## src/rtl/dmem_arbiter_if.sv

```systemverilog
// Requester A/B and memory-macro signal bundle for the data-memory arbiter.
// slave = arbiter side; master = requesters plus memory model side.
interface dmem_arbiter_if;
  logic        req_a;
  logic        we_a;
  logic [7:0]  addr_a;
  logic [15:0] wdata_a;
  logic        gnt_a;
  logic        rvalid_a;
  logic [15:0] rdata_a;

  logic        req_b;
  logic        we_b;
  logic [7:0]  addr_b;
  logic [15:0] wdata_b;
  logic        gnt_b;
  logic        rvalid_b;
  logic [15:0] rdata_b;

  logic        mem_en;
  logic        mem_we;
  logic [7:0]  mem_addr;
  logic [15:0] mem_wdata;
  logic [15:0] mem_rdata;

  modport slave (
    input  req_a, we_a, addr_a, wdata_a,
    output gnt_a, rvalid_a, rdata_a,
    input  req_b, we_b, addr_b, wdata_b,
    output gnt_b, rvalid_b, rdata_b,
    output mem_en, mem_we, mem_addr, mem_wdata,
    input  mem_rdata
  );

  modport master (
    output req_a, we_a, addr_a, wdata_a,
    input  gnt_a, rvalid_a, rdata_a,
    output req_b, we_b, addr_b, wdata_b,
    input  gnt_b, rvalid_b, rdata_b,
    input  mem_en, mem_we, mem_addr, mem_wdata,
    output mem_rdata
  );
endinterface

```

## src/rtl/dmem_arbiter.sv

```systemverilog
// Two-port arbiter for a single-port sync-read 256x16 memory: fixed priority to A,
// starvation counter promotes B; 1-cycle read return with per-port valid; conflict counter.
module dmem_arbiter #(
  parameter int unsigned MAX_WAIT = 4,
  parameter int unsigned CNT_W    = 16
) (
  input  logic             clk,
  input  logic             rst,
  dmem_arbiter_if.slave    bus,
  output logic [CNT_W-1:0] conflict_cnt
);

  localparam logic [3:0] MaxWait = 4'(MAX_WAIT);

  logic [3:0]       wait_cnt_q, wait_cnt_d;
  logic             rd_a_q, rd_a_d;
  logic             rd_b_q, rd_b_d;
  logic [CNT_W-1:0] conflict_q, conflict_d;

  logic b_prio;
  logic both_req;
  logic gnt_a;
  logic gnt_b;

  // Grant decision; everything is suppressed while reset is held.
  always_comb begin
    b_prio   = (wait_cnt_q >= MaxWait);
    both_req = bus.req_a & bus.req_b;
    gnt_a    = 1'b0;
    gnt_b    = 1'b0;
    if (!rst) begin
      if (bus.req_b && (!bus.req_a || b_prio)) begin
        gnt_b = 1'b1;
      end else if (bus.req_a) begin
        gnt_a = 1'b1;
      end
    end
  end

  always_comb begin
    bus.mem_en    = gnt_a | gnt_b;
    bus.mem_we    = 1'b0;
    bus.mem_addr  = 8'h00;
    bus.mem_wdata = 16'h0000;
    if (gnt_a) begin
      bus.mem_we    = bus.we_a;
      bus.mem_addr  = bus.addr_a;
      bus.mem_wdata = bus.wdata_a;
    end else if (gnt_b) begin
      bus.mem_we    = bus.we_b;
      bus.mem_addr  = bus.addr_b;
      bus.mem_wdata = bus.wdata_b;
    end
  end

  always_comb begin
    rd_a_d     = gnt_a & ~bus.we_a;
    rd_b_d     = gnt_b & ~bus.we_b;
    wait_cnt_d = wait_cnt_q;
    if (gnt_b) begin
      wait_cnt_d = 4'd0;
    end else if (bus.req_b && (wait_cnt_q != 4'hF)) begin
      wait_cnt_d = wait_cnt_q + 4'd1;
    end
    conflict_d = conflict_q;
    if (both_req && (conflict_q != {CNT_W{1'b1}})) begin
      conflict_d = conflict_q + {{(CNT_W-1){1'b0}}, 1'b1};
    end
  end

  always_ff @(posedge clk or posedge rst) begin
    if (rst) begin
      wait_cnt_q <= 4'd0;
      rd_a_q     <= 1'b0;
      rd_b_q     <= 1'b0;
      conflict_q <= {CNT_W{1'b0}};
    end else begin
      wait_cnt_q <= wait_cnt_d;
      rd_a_q     <= rd_a_d;
      rd_b_q     <= rd_b_d;
      conflict_q <= conflict_d;
    end
  end

  // The read tag steers the shared memory data to exactly one port.
  assign bus.gnt_a    = gnt_a;
  assign bus.gnt_b    = gnt_b;
  assign bus.rvalid_a = rd_a_q;
  assign bus.rvalid_b = rd_b_q;
  assign bus.rdata_a  = rd_a_q ? bus.mem_rdata : 16'h0000;
  assign bus.rdata_b  = rd_b_q ? bus.mem_rdata : 16'h0000;
  assign conflict_cnt = conflict_q;

  a_onehot_gnt : assert property (@(posedge clk) disable iff (rst) !(gnt_a && gnt_b));

endmodule

```

## src/flat_wrapper.sv

```systemverilog
// flat-port wrapper written by rule: the top's interface ports become plain ports
module dmem_arbiter_flat 
#(
  parameter int unsigned MAX_WAIT = 4,
  parameter int unsigned CNT_W    = 16
)
  (clk, rst, conflict_cnt, bus_req_a, bus_we_a, bus_addr_a, bus_wdata_a, bus_gnt_a, bus_rvalid_a, bus_rdata_a, bus_req_b, bus_we_b, bus_addr_b, bus_wdata_b, bus_gnt_b, bus_rvalid_b, bus_rdata_b, bus_mem_en, bus_mem_we, bus_mem_addr, bus_mem_wdata, bus_mem_rdata);
  dmem_arbiter_if bus_i ();
  input  logic clk;
  input  logic rst;
  output logic [CNT_W-1:0] conflict_cnt;
  input wire logic [$bits(bus_i.req_a)-1:0] bus_req_a;
  input wire logic [$bits(bus_i.we_a)-1:0] bus_we_a;
  input wire logic [$bits(bus_i.addr_a)-1:0] bus_addr_a;
  input wire logic [$bits(bus_i.wdata_a)-1:0] bus_wdata_a;
  output wire logic [$bits(bus_i.gnt_a)-1:0] bus_gnt_a;
  output wire logic [$bits(bus_i.rvalid_a)-1:0] bus_rvalid_a;
  output wire logic [$bits(bus_i.rdata_a)-1:0] bus_rdata_a;
  input wire logic [$bits(bus_i.req_b)-1:0] bus_req_b;
  input wire logic [$bits(bus_i.we_b)-1:0] bus_we_b;
  input wire logic [$bits(bus_i.addr_b)-1:0] bus_addr_b;
  input wire logic [$bits(bus_i.wdata_b)-1:0] bus_wdata_b;
  output wire logic [$bits(bus_i.gnt_b)-1:0] bus_gnt_b;
  output wire logic [$bits(bus_i.rvalid_b)-1:0] bus_rvalid_b;
  output wire logic [$bits(bus_i.rdata_b)-1:0] bus_rdata_b;
  output wire logic [$bits(bus_i.mem_en)-1:0] bus_mem_en;
  output wire logic [$bits(bus_i.mem_we)-1:0] bus_mem_we;
  output wire logic [$bits(bus_i.mem_addr)-1:0] bus_mem_addr;
  output wire logic [$bits(bus_i.mem_wdata)-1:0] bus_mem_wdata;
  input wire logic [$bits(bus_i.mem_rdata)-1:0] bus_mem_rdata;
  assign bus_i.req_a = bus_req_a;
  assign bus_i.we_a = bus_we_a;
  assign bus_i.addr_a = bus_addr_a;
  assign bus_i.wdata_a = bus_wdata_a;
  assign bus_gnt_a = bus_i.gnt_a;
  assign bus_rvalid_a = bus_i.rvalid_a;
  assign bus_rdata_a = bus_i.rdata_a;
  assign bus_i.req_b = bus_req_b;
  assign bus_i.we_b = bus_we_b;
  assign bus_i.addr_b = bus_addr_b;
  assign bus_i.wdata_b = bus_wdata_b;
  assign bus_gnt_b = bus_i.gnt_b;
  assign bus_rvalid_b = bus_i.rvalid_b;
  assign bus_rdata_b = bus_i.rdata_b;
  assign bus_mem_en = bus_i.mem_en;
  assign bus_mem_we = bus_i.mem_we;
  assign bus_mem_addr = bus_i.mem_addr;
  assign bus_mem_wdata = bus_i.mem_wdata;
  assign bus_i.mem_rdata = bus_mem_rdata;
  dmem_arbiter #(.MAX_WAIT(MAX_WAIT), .CNT_W(CNT_W)) u_core (.clk(clk), .rst(rst), .bus(bus_i), .conflict_cnt(conflict_cnt));
endmodule
```

## config.mk

```make
export PLATFORM = sky130hd
export DESIGN_NAME = dmem_arbiter_flat
export DESIGN_NICKNAME = d
export VERILOG_FILES = /design/src/rtl/dmem_arbiter_if.sv /design/src/rtl/dmem_arbiter.sv /design/src/flat_wrapper.sv
export SDC_FILE = /design/constraint.sdc
export NUM_CORES = 1
export LEC_CHECK = 0
export BUFFER_PORTS_ARGS = -buffer_cell sky130_fd_sc_hd__buf_2
export CELL_PAD_IN_SITES_DETAIL_PLACEMENT = 0
export CELL_PAD_IN_SITES_GLOBAL_PLACEMENT = 1
export CORE_ASPECT_RATIO = 1.2
export CORE_UTILIZATION = 25
export DETAILED_ROUTE_END_ITERATION = 7
export PLACE_DENSITY_LB_ADDON = 0.3
export SYNTH_ARGS = -nofsm -noshare
export SYNTH_HDL_FRONTEND = slang
export SYNTH_SLANG_ARGS = --single-unit
```

## constraint.sdc

```tcl
create_clock -name clk -period 1.93 [get_ports clk]
set_input_delay 0 -clock clk [delete_from_list [all_inputs] [get_ports clk]]
set_output_delay 0 -clock clk [all_outputs]
set_load 0.02 [all_outputs]
```

==> results.sh, run 1 <==
export IMPL_clk_path_buf_depth=2
export IMPL_intPower_mw=1.14
export IMPL_ir_worst_vdd_mv=0.294
export IMPL_stdcell_count=401
export IMPL_ant_nets=0
export IMPL_slew_headroom_pct=64.4
export IMPL_swShare_pct=41.2
export IMPL_nets=392
export IMPL_drive_above_1_share_pct=53.6
export IMPL_total_power_mw=1.93
export IMPL_grt_use_total_pct=14.7
export IMPL_syn_to_final_growth_pct=54.9
export IMPL_synth_top_family_by_area="simple AND/OR/NAND/NOR gates"
export IMPL_yosys_area_share_adder_pct=1.53
export IMPL_ys_warn_count=0
export IMPL_fillCellCount=635
export IMPL_preCtsSetupSlack_ns=0.194
export IMPL_fmax_ghz=0.561
export IMPL_grt_setup_unrepaired="no"
export IMPL_end_kind="primary output"
export IMPL_synthFlopType="dfrtp_1"
export IMPL_drc=0
export IMPL_grt_antenna_before_repair=0
export IMPL_gr_max_usage_layer="met2"
export IMPL_crit_chain="o311a_2 -> a22o_1 -> buf_2"
export IMPL_synth_area_mm2=0.00164
export IMPL_async_flop_share_pct=100
export IMPL_min_delay_path_depth=3
export IMPL_place_hpwl_um=4150
export IMPL_clock_sinks=22
export IMPL_yosysSeqAreaShare_pct=33.7
export IMPL_die_y_um=90.6
export IMPL_power_switching_mw=0.796
export IMPL_fin_crit_sh_pct=92.4
export IMPL_path_class="flip-flop to primary output"
export IMPL_synth_xor_area_share_pct=7.50
export IMPL_r2r_slack_ns=0.20
export IMPL_hold_violations=0
export IMPL_required_ns=1.93
export IMPL_p_per_area_mw_per_mm2=763
export IMPL_synth_avg_cell_area_um2=9.56
export IMPL_arrival_ns=1.78
export IMPL_cap_violations=0
export IMPL_rr_worst_depth=5
export IMPL_die_area_mm2=0.00687
export IMPL_synth_seq_cells=22
export IMPL_diodes=0
export IMPL_tightest_slew_ns=0.534
export IMPL_final_cell_mix="147 x buf_2, 32 x and2_1, 25 x a22o_1"
export IMPL_routed_via_density=4.59
export IMPL_drt_iter0_drc=40
export IMPL_initial_core_util_pct=26.5
export IMPL_r2r_start="u_core.conflict_cnt[0]$_DFFE_PP0P_"
export IMPL_io_pins=148
export IMPL_cp_slowest_cell="o311a_2"
export IMPL_syn_num_nets=243
export IMPL_synthSimpleGateAreaFrac_pct=33.7
export IMPL_fin_tns_setup_ns=0
export IMPL_rows=31
export IMPL_power_frac_clock_pct=17.0
export IMPL_grt_max_degree=30
export IMPL_worstHoldStart="bus_req_b"
export IMPL_post_cts_buffers=0
export IMPL_grt_use_met2_pct=28.8
export IMPL_cts_root_buf="clkbuf_8"
export IMPL_numCtsBuffers=3
export IMPL_period_needed_ns=1.78
export IMPL_drt_wirelength_per_cell_um=12.9
export IMPL_combPwrFrac_pct=47.8
export IMPL_setup_viol=0
export IMPL_drt_total_wl_um=5150
export IMPL_drtPass1Iterations=4
export IMPL_cts_tree="built"
export IMPL_io_buffer_count=147
export IMPL_vias=1842
export IMPL_path_clk_slew_ns=0.08
export IMPL_min_to="u_core.wait_cnt_q[1]$_DFFE_PP0P_"
export IMPL_fin_worst_skew_ns=0.00737
export IMPL_die_w_um=75.8
export IMPL_leakage_nw=1.49
export IMPL_crit_family="compound AO/OA/AOI/OAI gates"
export IMPL_critPathBufInv=1
export IMPL_cp_slowest_stage_delay_ns=0.62
export IMPL_layout_setup_ws_ns=0.147
export IMPL_seqPwrFrac_pct=35.2
export IMPL_synthDistinctLibCells=38
export IMPL_core_mm2=0.00617
export IMPL_overflow=0
export IMPL_cp_start_kind="flip-flop"
export IMPL_mostFrequentLayoutCell="buf_2"
export IMPL_grt_use_met1_pct=15.7
export IMPL_syn_inst=171
export IMPL_place_congestion=0.755
export IMPL_grt_pass1_wl_um=7890
export IMPL_muxShareOfSynthArea_pct=2.30
export IMPL_place_inst=394
export IMPL_grt_pass1_vias=1776
export IMPL_grtUsageMet3_pct=1.67
export IMPL_synth_edf_count=0
export IMPL_synth_compound_area_share_pct=16.7
export IMPL_slew_viol_final=0
export IMPL_h_tree_depth=1
export IMPL_cp_max_fo=29
export IMPL_hp_class="input port to flip-flop"
export IMPL_rr_endpoint="u_core.conflict_cnt[1]$_DFFE_PP0P_"
export IMPL_status="complete, no violations"
export IMPL_clock_latency_ns=0.26
-- power groups by stage --
stage / Combinational (mW) / Sequential, mW / Clock [mW]
after detailed placement: 0.928 / 0.687 / 0
after floorplan: 0.496 / 0.763 / 0
after global placement: 0.920 / 0.685 / 0
after CTS: 0.934 / 0.680 / 0.353
after global routing: 1.01 / 0.697 / 0.363
final: 0.925 / 0.680 / 0.329
-- final cells by class --
class / instances / area, um^2 / share of cell area [%]
Multi-Input combinational cell: 136 / 1010 / 39.9
Timing Repair Buffer: 155 / 807 / 31.9
Sequential cell: 22 / 551 / 21.7
Tap cell: 82 / 103 / 4.05
Clock buffer: 4 / 55.1 / 2.17
Inverter: 2 / 7.51 / 0.296
-- cells by family (layout without fill, tap and decap cells) --
kind of cell	Yosys count	count (layout)
buffers and inverters	13	161
DFF	22	22
adders and majority gates	2	2
AOI/OAI and AO/OA	33	33
muxes	3	3
xor gates and xnor gates	14	14
and+or+nand+nor	84	84
-- state kept, by name, indices dropped and copies added, names as in the netlist --
signal	count
u_core.bus.rvalid_a	1
u_core.wait_cnt_q	4
u_core.bus.rvalid_b	1
u_core.conflict_cnt	16
-- timing repair --
item,4_1_cts,5_1_grt
resized for setup,1,1
endpoints found under the setup margin,25,25
hold buffers,3,0
hold endpoints to repair,24,0
pin swaps,0,0
-- cell usage after synthesis, types with 2 or more instances --
master / instances / area share (%)
mux2_2: 2 / 1.4
nor2b_1: 2 / 0.76
nor2_1: 6 / 1.4
nor3_1: 2 / 0.61
nand2_1: 9 / 2.1
buf_2: 3 / 0.92
nand4_1: 3 / 1.1
dfrtp_1: 22 / 34
inv_1: 2 / 0.46
and2_1: 32 / 12
buf_6: 3 / 2.1
xnor2_1: 4 / 2.1
and4_1: 3 / 1.6
xor2_1: 10 / 5.4
nand3_1: 8 / 2.4
nand4_2: 2 / 1.5
clkbuf_1: 5 / 1.1
a22o_1: 25 / 13
a21oi_1: 3 / 0.92
ha_1: 2 / 1.5
and3_1: 4 / 1.5
nor4_2: 3 / 2.3
-- per-layer routing --
metal  share of wire (%)  vias up
met3                 5.8        4
met1                  37      841
met4                 1.0        0
li1                    -      917
met2                  56       80
met5                   0        -
-- metrics by stage --
stage	utilization, %	instance area, um^2	hold slack, ns
6_report	41.1	2530	0.0671
2_1_floorplan	-	1640	0.00294
3_3_place_gp	39.6	2440	0.109
5_1_grt	41.1	2530	0.0829
4_1_cts	41.0	2530	0.0578
3_5_place_dp	39.6	2440	0.0992
-- worst register-to-register path: stages, from the launching register on --
cell	delay, ns
dfrtp_1	0.36
ha_1	0.26
and3_1	0.30
nand4_2	0.20
nand2_1	0.16
mux2_2	0.34
-- worst max-delay path by stage --
stage / startpoint / end / slack, ns / cells past startpoint
global route: rst / bus_mem_wdata[9] / 0.03 / 8
global placement: u_core.conflict_cnt[0]$_DFFE_PP0P_ / u_core.conflict_cnt[1]$_DFFE_PP0P_ / 0.23 / 5
finish: u_core.wait_cnt_q[3]$_DFFE_PP0P_ / bus_mem_wdata[11] / 0.15 / 3
CTS: rst / bus_mem_addr[2] / 0.07 / 8
detailed placement: u_core.conflict_cnt[0]$_DFFE_PP0P_ / u_core.conflict_cnt[1]$_DFFE_PP0P_ / 0.19 / 5
floorplan: u_core.conflict_cnt[0]$_DFFE_PP0P_ / u_core.conflict_cnt[1]$_DFFE_PP0P_ / 0.12 / 5
Note: power is estimated with default switching activity, not from simulation.
==> run 2: changes to the inputs <==
--- a/config.mk
+++ b/config.mk
@@ -10,8 +10,10 @@
 export CELL_PAD_IN_SITES_GLOBAL_PLACEMENT = 1
 export CORE_ASPECT_RATIO = 1.2
 export CORE_UTILIZATION = 25
+export CTS_BUF_LIST = sky130_fd_sc_hd__clkbuf_16
 export DETAILED_ROUTE_END_ITERATION = 7
 export PLACE_DENSITY_LB_ADDON = 0.3
+export SLEW_MARGIN = 20
 export SYNTH_ARGS = -nofsm -noshare
 export SYNTH_HDL_FRONTEND = slang
 export SYNTH_SLANG_ARGS = --single-unit
==> run 2 against run 1 <==
  * Die area unchanged
  * Non-clock buffer count unchanged
  * Core utilization increased by 0.39 points
==> results.sh, run 2 (same netlist as run 1, synthesis figures left out) <==
export IMPL_grt_pass1_wl_um=7930
export IMPL_mostFrequentLayoutCell="buf_2"
export IMPL_core_mm2=0.00617
export IMPL_clock_latency_ns=0.26
export IMPL_die_y_um=90.6
export IMPL_diodes=0
export IMPL_grt_max_degree=30
export IMPL_cp_max_fo=29
export IMPL_drtPass1Iterations=4
export IMPL_largest_reg_flops=16
export IMPL_grt_setup_unrepaired="no"
export IMPL_total_power_mw=2.05
export IMPL_fin_tns_setup_ns=0
export IMPL_placedInstanceArea_mm2=0.00244
export IMPL_numCtsBuffers=3
export IMPL_required_ns=1.93
export IMPL_die_area_mm2=0.00687
export IMPL_overflow=0
export IMPL_die_w_um=75.8
export IMPL_fin_util_pct=41.5
export IMPL_drt_total_wl_um=5180
export IMPL_clock_sinks=22
export IMPL_io_buffer_count=147
export IMPL_leakage_nw=1.50
export IMPL_end_kind="primary output"
export IMPL_final_cell_area_mm2=0.00256
export IMPL_fin_crit_sh_pct=91.8
export IMPL_grt_use_total_pct=15.0
export IMPL_min_delay_path_depth=3
export IMPL_slew_headroom_pct=64.4
export IMPL_clk_path_buf_depth=2
export IMPL_rows=31
export IMPL_tightest_slew_ns=0.534
export IMPL_place_congestion=0.755
export IMPL_drt_iter0_drc=50
export IMPL_grt_pass1_vias=1774
export IMPL_rr_worst_depth=5
export IMPL_drc=0
export IMPL_initial_core_util_pct=26.5
export IMPL_nets=392
export IMPL_hp_class="input port to flip-flop"
export IMPL_cap_violations=0
export IMPL_h_tree_depth=1
export IMPL_holdWs_ns=0.0758
export IMPL_hold_violations=0
export IMPL_ant_nets=0
export IMPL_routed_via_density=4.61
export IMPL_syn_to_final_growth_pct=56.4
export IMPL_p_per_area_mw_per_mm2=800
export IMPL_path_clk_slew_ns=0.06
export IMPL_drive_above_1_share_pct=53.3
export IMPL_status="complete, no violations"
export IMPL_fmax_ghz=0.565
export IMPL_cts_root_buf="clkbuf_16"
export IMPL_drt_wirelength_per_cell_um=12.9
export IMPL_place_hpwl_um=4150
export IMPL_fin_worst_skew_ns=0.00635
export IMPL_cts_tree="built"
export IMPL_period_needed_ns=1.77
export IMPL_vias=1849
export IMPL_slew_viol_final=0
export IMPL_path_class="flip-flop to primary output"
export IMPL_arrival_ns=1.77
export IMPL_final_cell_mix="147 x buf_2, 32 x and2_1, 25 x a22o_1"
export IMPL_ir_worst_vdd_mv=0.431
export IMPL_grt_antenna_before_repair=0
export IMPL_cp_start_kind="flip-flop"
export IMPL_setup_viol=0
export IMPL_io_pins=148
-- run 2: cell types whose count changed in the layout (fill, tap and decap cells not counted), sizes merged --
cell / before / now
clkbuf: 4 / 3
clkinv: 0 / 1
-- run 2: worst max-delay path: stages, from the launching register on --
cell and delay, ns:
dfrtp_1 0.42, o311a_2 0.62, a22o_1 0.31, buf_2 0.16
-- run 2: path summary, 6_finish.rpt --
check / slack (ns) / start / endpoint
min: 0.08 / bus_req_b / u_core.wait_cnt_q[1]$_DFFE_PP0P_
max: 0.16 / u_core.wait_cnt_q[3]$_DFFE_PP0P_ / bus_mem_wdata[11]
min in group asynchronous: 0.33 / rst / u_core.wait_cnt_q[2]$_DFFE_PP0P_
max in group asynchronous: 1.41 / rst / u_core.conflict_cnt[10]$_DFFE_PP0P_
min reg2reg: 0.52 / u_core.conflict_cnt[6]$_DFFE_PP0P_ / u_core.conflict_cnt[6]$_DFFE_PP0P_
max reg2reg: 0.20 / u_core.conflict_cnt[0]$_DFFE_PP0P_ / u_core.conflict_cnt[1]$_DFFE_PP0P_
-- run 2: layer usage --
layer / vias to the layer above / wire [um] / track usage, %
li1: 918 / - / -
met1: 843 / 1910 / 15.7
met2: 82 / 2880 / 28.9
met3: 6 / 300 / 2.01
met4: 0 / 91 / 4.94
met5: - / 0 / 0
-- run 2: metrics by stage --
stage | setup slack, ns | std cells
floorplan | 0.124 | 171
global placement | 0.230 | 394
detailed placement | 0.194 | 394
CTS | 0.0714 | 401
global route | 0.0274 | 401
finish | 0.159 | 401
-- run 2: final cells by class --
| class | count | area [um^2] |
|---|---|---|
| fill | 631 | 3610 |
| clock buffer | 3 | 75.1 |
| sequential | 22 | 551 |
| timing repair buffer | 155 | 807 |
| multi-input combinational | 136 | 1010 |
| clock inverter | 1 | 3.75 |
| tap | 82 | 103 |
| inverter | 2 | 7.51 |
-- run 2: power by group --
group	internal, mW	switching [mW]
clock network	0.276	0.165
logic	0.394	0.531
registers	0.563	0.118
-- run 2: timing repair --
| item | in CTS | in global routing |
|---|---|---|
| hold buffers | 3 | 0 |
| setup buffers | 0 | 0 |
| endpoints found under the setup margin | 25 | 25 |
| hold endpoints to repair | 24 | 0 |
| resized for setup | 1 | 1 |
==> run 3: changes to the inputs <==
--- a/config.mk
+++ b/config.mk
@@ -9,7 +9,7 @@
 export CELL_PAD_IN_SITES_DETAIL_PLACEMENT = 0
 export CELL_PAD_IN_SITES_GLOBAL_PLACEMENT = 1
 export CORE_ASPECT_RATIO = 1.2
-export CORE_UTILIZATION = 25
+export CORE_UTILIZATION = 23
 export CTS_BUF_LIST = sky130_fd_sc_hd__clkbuf_16
 export DETAILED_ROUTE_END_ITERATION = 7
 export PLACE_DENSITY_LB_ADDON = 0.3
==> constraint.sdc (replaced) <==
create_clock -name clk -period 1.5 [get_ports clk]
set_input_delay 0 -clock clk [delete_from_list [all_inputs] [get_ports clk]]
set_output_delay 0 -clock clk [all_outputs]
set_load 0.02 [all_outputs]
==> run 3 against run 2 <==
  * The flow now finishes with violations (negative setup slack)
  * Hold slack improved by 0.010 ns
  * Cell count increased by 6.7%
  * Sequential power is 27% higher
  * Critical endpoint is now bus_mem_wdata[13]
==> results.sh, run 3 (same netlist as run 1, synthesis figures left out) <==
export IMPL_multiInputGateArea_mm2=0.00110
export IMPL_status="finished, violations left"
export IMPL_leakage_nw=1.63
export IMPL_rows=33
export IMPL_drt_total_wl_um=5690
export IMPL_fmax_ghz=0.607
export IMPL_cp_start_kind="flip-flop"
export IMPL_fin_util_pct=42.4
export IMPL_p_per_area_mw_per_mm2=988
export IMPL_cts_root_buf="clkbuf_16"
export IMPL_cts_tree="built"
export IMPL_end_kind="primary output"
export IMPL_drive_above_1_share_pct=61.3
export IMPL_fin_tns_setup_ns=-3.31
export IMPL_period_needed_ns=1.65
export IMPL_regArea_um2=562
export IMPL_ir_worst_vdd_mv=0.384
export IMPL_diodes=0
export IMPL_layout_setup_ws_ns=-0.148
export IMPL_cp_slowest_cell="o311a_4"
export IMPL_cp_slowest_stage_delay_ns=0.42
export IMPL_cap_violations=0
export IMPL_clock_latency_ns=0.25
export IMPL_worstSetupStartpoint="u_core.wait_cnt_q[2]$_DFFE_PP0P_"
export IMPL_hold_violations=0
export IMPL_die_w_um=79.0
export IMPL_violations="negative setup slack"
export IMPL_numCtsBuffers=3
export IMPL_arrival_ns=1.65
export IMPL_slew_viol_final=0
export IMPL_mostFrequentLayoutCell="buf_2"
export IMPL_vias=1975
export IMPL_die_area_mm2=0.00745
export IMPL_cp_max_fo=13
export IMPL_nets=414
export IMPL_hp_class="input port to flip-flop"
export IMPL_required_ns=1.50
export IMPL_io_buffer_count=147
export IMPL_h_tree_depth=1
export IMPL_die_y_um=94.4
export IMPL_core_mm2=0.00685
export IMPL_grt_pass1_wl_um=8560
export IMPL_ant_nets=0
export IMPL_fin_worst_skew_ns=0.00265
export IMPL_place_congestion=0.732
export IMPL_initial_core_util_pct=23.9
export IMPL_tightest_slew_ns=0.409
export IMPL_largest_reg_flops=16
export IMPL_syn_to_final_growth_pct=77.5
export IMPL_fillCellCount=724
export IMPL_routed_via_density=4.61
export IMPL_worstHoldStart="bus_req_b"
export IMPL_io_pins=148
export IMPL_overflow=0
export IMPL_final_cell_mix="143 x buf_2, 32 x and2_1, 25 x a22o_1"
export IMPL_grt_max_degree=28
export IMPL_grt_use_total_pct=14.4
export IMPL_drt_iter0_drc=57
export IMPL_drt_wirelength_per_cell_um=13.3
export IMPL_path_class="flip-flop to primary output"
export IMPL_clock_sinks=22
export IMPL_crit_chain="o311a_4 -> clkbuf_16 -> a22o_1 -> buf_2"
export IMPL_clk_path_buf_depth=2
export IMPL_grt_pass1_vias=1827
export IMPL_drc=0
export IMPL_grt_setup_unrepaired="yes"
export IMPL_drtPass1Iterations=4
export IMPL_r2r_start="u_core.conflict_cnt[1]$_DFFE_PP0P_"
export IMPL_setup_viol=25
export IMPL_fin_crit_sh_pct=110
export IMPL_grt_antenna_before_repair=0
export IMPL_path_clk_slew_ns=0.06
export IMPL_slew_headroom_pct=72.8
export IMPL_place_hpwl_um=4480
==> run 3: cell count changes in the layout (fill, tap and decap cells not counted), moves of 2 or more <==
cell,previous run,this run
buf_12,0,2
buf_2,147,143
buf_4,4,22
buf_6,1,6
dfrtp_1,22,13
dfrtp_2,0,9
nor4_2,3,1
nor4_4,0,3
==> run 3: report_power, final <==
group	total [mW]	internal, mW	switching [mW]	leakage [nW]
sequential	0.865	0.734	0.131	0.278
clock	0.564	0.356	0.209	0.0385
combinational	1.44	0.659	0.778	1.31
total	2.87	1.75	1.12	1.63
==> run 3: critical path: cells and delay by family, from the launching register on <==
kind                   cells  cell delay (ns)
AO/OA/AOI/OAI              2             0.65
buffers and inverters      2             0.33
flip-flops                 1             0.41
==> run 3: metrics by stage <==
step | hold WS (ns) | instances | power, mW | setup slack (ns) | area [um^2]
global route | 0.101 | 428 | 3.05 | -0.197 | 2900
detailed placement | -0.0696 | 414 | 2.23 | 0.0265 | 2650
finish | 0.0862 | 428 | 2.87 | -0.148 | 2900
CTS | 0.0824 | 422 | 2.85 | -0.140 | 2770
floorplan | -0.128 | 171 | 1.66 | -0.0395 | 1700
global placement | -0.0704 | 414 | 2.22 | 0.0578 | 2650
==> run 3: worst paths after layout <==
kind | to | slack [ns] | cells past startpoint
min in group asynchronous | u_core.wait_cnt_q[0]$_DFFE_PP0P_ | 0.27 | 3
setup / recovery | bus_mem_wdata[13] | -0.15 | 4
max in group asynchronous | u_core.conflict_cnt[9]$_DFFE_PP0P_ | 0.68 | 4
setup reg to reg | u_core.conflict_cnt[11]$_DFFE_PP0P_ | 0.02 | 6
hold reg to reg | u_core.conflict_cnt[10]$_DFFE_PP0P_ | 0.50 | 1
hold / removal | u_core.wait_cnt_q[1]$_DFFE_PP0P_ | 0.09 | 3
==> run 3: layout make-up <==
cell class                      instances  area share [%]
Clock buffer                            3            2.59
Sequential cell                        22            19.4
Tap cell                               87            3.75
Multi-Input combinational cell        136            37.8
Clock inverter                          1           0.129
Timing Repair Buffer                  177            35.9
Inverter                                2           0.388
==> run 3: per-layer routing <==
layer	wire, um	up-vias	track usage (%)
met5	0	-	0
met4	46	0	4.24
met3	317	4	1.55
met2	3170	89	27.7
met1	2150	917	16.6
li1	-	965	-
==> run 3: repair_timing <==
action,in CTS,in global routing
setup buffers,1,5
resized for setup,0,17
pin swaps,1,6
hold endpoints to repair,24,0
endpoints found under the setup margin,25,35
hold buffers,3,0
cloned,0,1
